`config.mk`:
```
export PLATFORM = sky130hd
export DESIGN_NAME = clk_div_monitor
export DESIGN_NICKNAME = d
export VERILOG_FILES = /design/src/rtl/clk_div_pkg.sv /design/src/rtl/clk_div_edge_cnt.sv /design/src/rtl/clk_div_monitor.sv
export SDC_FILE = /design/constraint.sdc
export NUM_CORES = 1
export LEC_CHECK = 0
export ABC_AREA = 1
export CAP_MARGIN = 20
export CELL_PAD_IN_SITES_DETAIL_PLACEMENT = 2
export CELL_PAD_IN_SITES_GLOBAL_PLACEMENT = 2
export CORE_ASPECT_RATIO = 2
export CORE_UTILIZATION = 35
export CTS_BUF_LIST = sky130_fd_sc_hd__clkbuf_4 sky130_fd_sc_hd__clkbuf_8
export CTS_CLUSTER_SIZE = 12
export DETAILED_ROUTE_END_ITERATION = 10
export MAX_ROUTING_LAYER = met4
export PLACE_DENSITY_LB_ADDON = 0.1
export SLEW_MARGIN = 5
export SYNTH_ARGS = -nofsm -noshare
export SYNTH_HDL_FRONTEND = slang
export SYNTH_SLANG_ARGS = --single-unit
```
`constraint.sdc`:
```
create_clock -name clk -period 1.8 [get_ports clk]
set_input_delay 0.18 -clock clk [delete_from_list [all_inputs] [get_ports clk]]
set_output_delay 0.18 -clock clk [all_outputs]
set_load 0.01 [all_outputs]
```
`src/rtl/clk_div_pkg.sv`:
```
// Shared definitions for the divided-clock monitor: FSM encoding,
// default expected ratios for the dividers in the design, and helpers.
package clk_div_pkg;

  typedef enum logic [1:0] {
    IDLE    = 2'b00,
    MEASURE = 2'b01,
    LOCKED  = 2'b10
  } state_e;

  // Expected period / high time pairs for each divider instance.
  localparam int unsigned DIV2_EXP = 2;
  localparam int unsigned DIV2_HI  = 1;
  localparam int unsigned DIV3_EXP = 3;
  localparam int unsigned DIV3_HI  = 1;
  localparam int unsigned DIV4_EXP = 4;
  localparam int unsigned DIV4_HI  = 2;

  // Increment that sticks at all-ones.
  function automatic logic [7:0] sat_inc8(input logic [7:0] v);
    return (v == 8'hFF) ? v : v + 8'd1;
  endfunction

endpackage

```
`src/rtl/clk_div_edge_cnt.sv`:
```
// Rising-edge detector plus saturating period and high-time counters
// for the sampled divided pulse.
module clk_div_edge_cnt
  import clk_div_pkg::*;
#(
  parameter int unsigned CNT_W = 8
) (
  input  logic             clk,
  input  logic             rst_n,
  input  logic             div_i,
  output logic             rise_o,
  output logic [CNT_W-1:0] cnt_o,
  output logic [CNT_W-1:0] hcnt_o
);

  localparam logic [CNT_W-1:0] CNT_MAX = '1;
  localparam logic [CNT_W-1:0] CNT_ONE = {{(CNT_W-1){1'b0}}, 1'b1};

  logic             div_q;
  logic [CNT_W-1:0] cnt_q, cnt_d;
  logic [CNT_W-1:0] hcnt_q, hcnt_d;

  assign rise_o = div_i & ~div_q;
  assign cnt_o  = cnt_q;
  assign hcnt_o = hcnt_q;

  // Next counter values: restart at 1 on a rise, otherwise count up and stick.
  always_comb begin
    cnt_d  = cnt_q;
    hcnt_d = hcnt_q;
    if (rise_o) begin
      cnt_d  = CNT_ONE;
      hcnt_d = CNT_ONE;
    end else begin
      if (cnt_q != CNT_MAX) cnt_d = cnt_q + CNT_ONE;
      if (div_i && (hcnt_q != CNT_MAX)) hcnt_d = hcnt_q + CNT_ONE;
    end
  end

  // Register the delayed pulse and both counters.
  always_ff @(posedge clk or negedge rst_n) begin
    if (!rst_n) begin
      div_q  <= 1'b0;
      cnt_q  <= '0;
      hcnt_q <= '0;
    end else begin
      div_q  <= div_i;
      cnt_q  <= cnt_d;
      hcnt_q <= hcnt_d;
    end
  end

endmodule

```
`src/rtl/clk_div_monitor.sv`:
```
// Built-in checker for a clock divider: measures period and high time of
// the divided pulse, declares lock after consecutive matches, and flags
// ratio errors and lost-pulse timeouts.
module clk_div_monitor
  import clk_div_pkg::*;
#(
  parameter int unsigned DIV_EXP  = 3,
  parameter int unsigned HI_EXP   = 1,
  parameter int unsigned CNT_W    = 8,
  parameter int unsigned LOCK_CNT = 4
) (
  input  logic             clk,
  input  logic             rst_n,
  input  logic             div_i,
  output logic [CNT_W-1:0] period_o,
  output logic [CNT_W-1:0] high_o,
  output logic             valid_o,
  output logic             lock_o,
  output logic             err_o,
  output logic             timeout_o,
  output logic [7:0]       err_cnt_o
);

  localparam logic [CNT_W-1:0] CNT_MAX    = '1;
  localparam logic [CNT_W-1:0] DIV_EXP_C  = CNT_W'(DIV_EXP);
  localparam logic [CNT_W-1:0] HI_EXP_C   = CNT_W'(HI_EXP);
  localparam logic [3:0]       LOCK_CNT_C = 4'(LOCK_CNT);

  logic             rise;
  logic [CNT_W-1:0] cnt;
  logic [CNT_W-1:0] hcnt;

  clk_div_edge_cnt #(
    .CNT_W(CNT_W)
  ) u_edge_cnt (
    .clk    (clk),
    .rst_n  (rst_n),
    .div_i  (div_i),
    .rise_o (rise),
    .cnt_o  (cnt),
    .hcnt_o (hcnt)
  );

  state_e           state_q;
  logic [3:0]       match_q;
  logic [CNT_W-1:0] period_q, high_q;
  logic             valid_q, lock_q, err_q, tmo_q;
  logic [7:0]       err_cnt_q;

  logic       hit;
  logic       sat;
  logic [3:0] match_inc;

  assign hit       = (cnt == DIV_EXP_C) && (hcnt == HI_EXP_C);
  // Rise wins over saturation in the same cycle.
  assign sat       = (cnt == CNT_MAX) && !rise;
  assign match_inc = match_q + 4'd1;

  assign period_o  = period_q;
  assign high_o    = high_q;
  assign valid_o   = valid_q;
  assign lock_o    = lock_q;
  assign err_o     = err_q;
  assign timeout_o = tmo_q;
  assign err_cnt_o = err_cnt_q;

  // Lock FSM with registered measurement and status outputs.
  always_ff @(posedge clk or negedge rst_n) begin
    if (!rst_n) begin
      state_q   <= IDLE;
      match_q   <= '0;
      period_q  <= '0;
      high_q    <= '0;
      valid_q   <= 1'b0;
      lock_q    <= 1'b0;
      err_q     <= 1'b0;
      tmo_q     <= 1'b0;
      err_cnt_q <= '0;
    end else begin
      valid_q <= 1'b0;
      err_q   <= 1'b0;
      tmo_q   <= 1'b0;
      case (state_q)
        IDLE: begin
          if (rise) begin
            state_q <= MEASURE;
            match_q <= '0;
          end
        end
        MEASURE: begin
          if (rise) begin
            period_q <= cnt;
            high_q   <= hcnt;
            valid_q  <= 1'b1;
            if (hit) begin
              match_q <= match_inc;
              if (match_inc == LOCK_CNT_C) begin
                state_q <= LOCKED;
                lock_q  <= 1'b1;
              end
            end else begin
              match_q <= '0;
            end
          end else if (sat) begin
            tmo_q   <= 1'b1;
            lock_q  <= 1'b0;
            state_q <= IDLE;
          end
        end
        LOCKED: begin
          if (rise) begin
            period_q <= cnt;
            high_q   <= hcnt;
            valid_q  <= 1'b1;
            if (!hit) begin
              err_q     <= 1'b1;
              err_cnt_q <= sat_inc8(err_cnt_q);
              lock_q    <= 1'b0;
              match_q   <= '0;
              state_q   <= MEASURE;
            end
          end else if (sat) begin
            tmo_q   <= 1'b1;
            lock_q  <= 1'b0;
            state_q <= IDLE;
          end
        end
        default: begin
          state_q <= IDLE;
          lock_q  <= 1'b0;
          match_q <= '0;
        end
      endcase
    end
  end

endmodule

```
==> results.toml <==
[sta]
fin_tns_setup_ps = 0
fmax_mhz = 607.5
worstMarginPinSlew_ps = 548.4
whs_ps = 369.9
hold_violations = 0
layout_min_cycle_time_ps = 1646
rsz0062_at_grt = "false"
drv_slew = 0
maxSlewHeadroom_pct = 63.44
setup_viol_count_final = 0
finalCritPeriodShare_pct = 91.46
skew_ps = 10.02

[routing]
first_iter_violations = 52
via_per_inst = 5.074
vias = 2395
drt_first_pass_iters = 4
wl_mm = 7.788
postRouteAntennaNets = 0
drt-wirelength-per-cell_um = 16.50
drc = 0

[grt]
grt_antenna_before_repair = 0
grt_pass1_vias = 2756
grt_max_degree = 31
grt_pass1_wl_mm = 13.03
grt_usage_pct = 21.66
grt_overflow = 0

[synth]
ys.warnings.count = 0
synth.area.top_cells = "dfrtp_1 (47%), nand2_1 (14%), nor2_1 (5.5%), ha_1 (4.6%), inv_1 (4.4%)"
synth_area_mm2 = 0.002728
syn-num-nets = 347
yosysUniqueCellTypes = 30
netlist.area_leader.share_pct = 46.79
yosys.area.top_type = "dfrtp_1"
syn_inst = 334
ys_ff_latch = 51
synth.avg_cell_area_um2 = 8.167
ys_seq_area_share_pct = 46.79

[run_status]
status = "finished, final reports clean"

[worst_setup_path]
critPathRequiredTime_ps = 2000
crit_type = "reg -> reg"
critPathTopFamily = "simple AND/OR/NAND/NOR gates"
slowest_stage = "dfrtp_1"
crit_arrival_ps = 1840
crit_chain = "ha_1 > nand2_1 > nor3_4 > nand2_1 > nand2_1 > nand2_1 > o21ai_0 > o21ai_0"
path_depth = 8
endpoint_kind = "flop"
rr_worst_depth = 8
crit_fanout = 4
max_stage_delay_ps = 390
crit_top_cell = "nand2_1"
cp-start-kind = "flop"
path_buf_inv = 0

[run]
cap_violations = 0

[clocking]
clk_path_buf_depth = 2
clock_latency_ps = 320
cts_htree_levels = 2
postCtsSetupBuffers = 0
tritoncts = "done"
path_clk_slew_ps = 100
numClockSinks = 51
cts-root-buf = "clkbuf_8"
cts_buffers = 5

[die]
dieArea_mm2 = 0.008171
die_w_um = 64.42
row_count = 45
io_pins = 31
fp.coreArea_mm2 = 0.007545
initial_core_util_pct = 36.15
fp.dieH_um = 126.8

[final_layout]
final_cell_area_mm2 = 0.003321
final_common_cell = "nand2_1"
synthToLayoutAreaGrowth_pct = 21.74
layout-drive-gt1-share_pct = 13.76
mostFrequentLayoutCells = "nand2_1 (103), dfrtp_1 (51), nor2_1 (39), inv_1 (32), clkdlybuf4s50_1 (29)"
diodes = 0
nets = 390

[power_and_ir_drop]
pwr-share-seq_pct = 39.5
power.density_mw_per_mm2 = 1162
pwr-share-comb_pct = 38.8
peakVddDrop_v = 0.0006488
p_clk_share_pct = 21.7
switching_power_mw = 1.465
internal_power_mw = 2.395
leakage_nw = 1.589
p_sw_share_pct = 37.95

[placed_design]
port_buffers = 30
dpl.hpwl_mm = 6.146
place_area_mm2 = 0.003182
place_congestion = 0.8078

[worst_hold_path]
min_path_type = "in -> async"
==> through the flow <==
stage | std cells | power [mW] | utilization (%) | setup slack (ps)
floorplan | 334 | 2.443 | - | 373.0
global placement | 463 | 2.995 | 42.17 | 61.45
detailed placement | 463 | 3.070 | 42.17 | 10.78
CTS | 472 | 3.930 | 43.80 | 25.81
global route | 472 | 4.117 | 44.01 | 12.71
finish | 472 | 3.860 | 44.01 | 153.8
==> cells in the mapped netlist <==
| master | number |
|---|---|
| nand2_1 | 103 |
| dfrtp_1 | 51 |
| nor2_1 | 40 |
| inv_1 | 32 |
| nand3_1 | 18 |
| o21ai_0 | 12 |
| o21ai_2 | 11 |
| ha_1 | 10 |
| o21ai_1 | 7 |
| a21oi_1 | 6 |
| nand2_2 | 5 |
| inv_2 | 4 |
| nor2_4 | 4 |
| a31oi_1 | 3 |
| buf_6 | 3 |
| nand4_1 | 3 |
| nor3_2 | 3 |
| o21bai_1 | 3 |
| nand3b_1 | 2 |
| nor2_2 | 2 |
| nor3_1 | 2 |
| xnor2_1 | 2 |
| a211oi_1 | 1 |
| buf_2 | 1 |
| nand2_4 | 1 |
| nand3_2 | 1 |
| nand3_4 | 1 |
| nand4_4 | 1 |
| o22ai_1 | 1 |
| xor2_1 | 1 |
==> logic make-up after synthesis <==
kind of cell    count (synthesis)  synth area share (%)
fa+ha+maj                      10                 4.587
buf+inv                        40                 6.376
compound gates                 44                 10.14
simple gates                  186                 31.15
flops                          51                 46.79
xor+xnor                        3                0.9635
==> metal layers <==
layer | routed length (µm) | up-vias | part of all wire (%) | track usage (%)
li1 | - | 1149 | - | -
met1 | 2829 | 1207 | 36 | 20.41
met2 | 4703 | 28 | 60 | 42.85
met3 | 114 | 11 | 1.5 | 2.698
met4 | 141 | 0 | 1.8 | 7.320
met5 | 0 | - | 0 | -
==> flip-flops by register name, summed over array words and instances, names as in the netlist <==
signal             count
err_cnt_o              8
high_o                 8
period_o               8
u_edge_cnt.cnt_o       8
u_edge_cnt.hcnt_o      8
match_q                4
state_q                2
err_o                  1
lock_o                 1
timeout_o              1
u_edge_cnt.div_q       1
valid_o                1
==> worst paths after layout <==
check / startpoint / end / slack (ps)
max reg2reg: u_edge_cnt.hcnt_o[0] / u_edge_cnt.hcnt_o[0] / 150
min reg2reg: period_o[1] / period_o[1] / 500
max in group asynchronous: rst_n / u_edge_cnt.hcnt_o[5] / 850
max: u_edge_cnt.hcnt_o[0] / u_edge_cnt.hcnt_o[0] / 150
min in group clk: div_i / u_edge_cnt.div_q / 370
min: rst_n / period_o[5] / 370
==> final cells by class <==
type                    instances  area, µm²
fillers                       887       4224
multi-input cells             243       1291
flip-flops and latches         51       1276
repair buffers                 40      385.4
inverters                      36      137.6
well taps                      94      117.6
clock buffers                   5      68.82
clock inverters                 3      43.79
==> power by group through the flow <==
stage | clock [mW] | sequential [mW] | combinational, mW
after floorplan | 0 | 1.58 | 0.866
after global placement | 0 | 1.54 | 1.46
after detailed placement | 0 | 1.55 | 1.52
after CTS | 0.874 | 1.53 | 1.53
after global routing | 0.900 | 1.55 | 1.67
final | 0.838 | 1.52 | 1.50
==> worst register-to-register path, cell delays in order (launching register included) <==
cell and delay (ps):
dfrtp_1 390, ha_1 200, nand2_1 130, nor3_4 190, nand2_1 80, nand2_1 150, nand2_1 150, o21ai_0 120
o21ai_0 110
==> what timing repair did <==
action | in CTS | in global routing
gates resized for setup | 0 | 5
hold buffers | 1 | 0
endpoints found under the setup margin | 0 | 22
endpoints found under the hold margin | 21 | 0
Note: power is estimated with default switching activity, not from simulation.
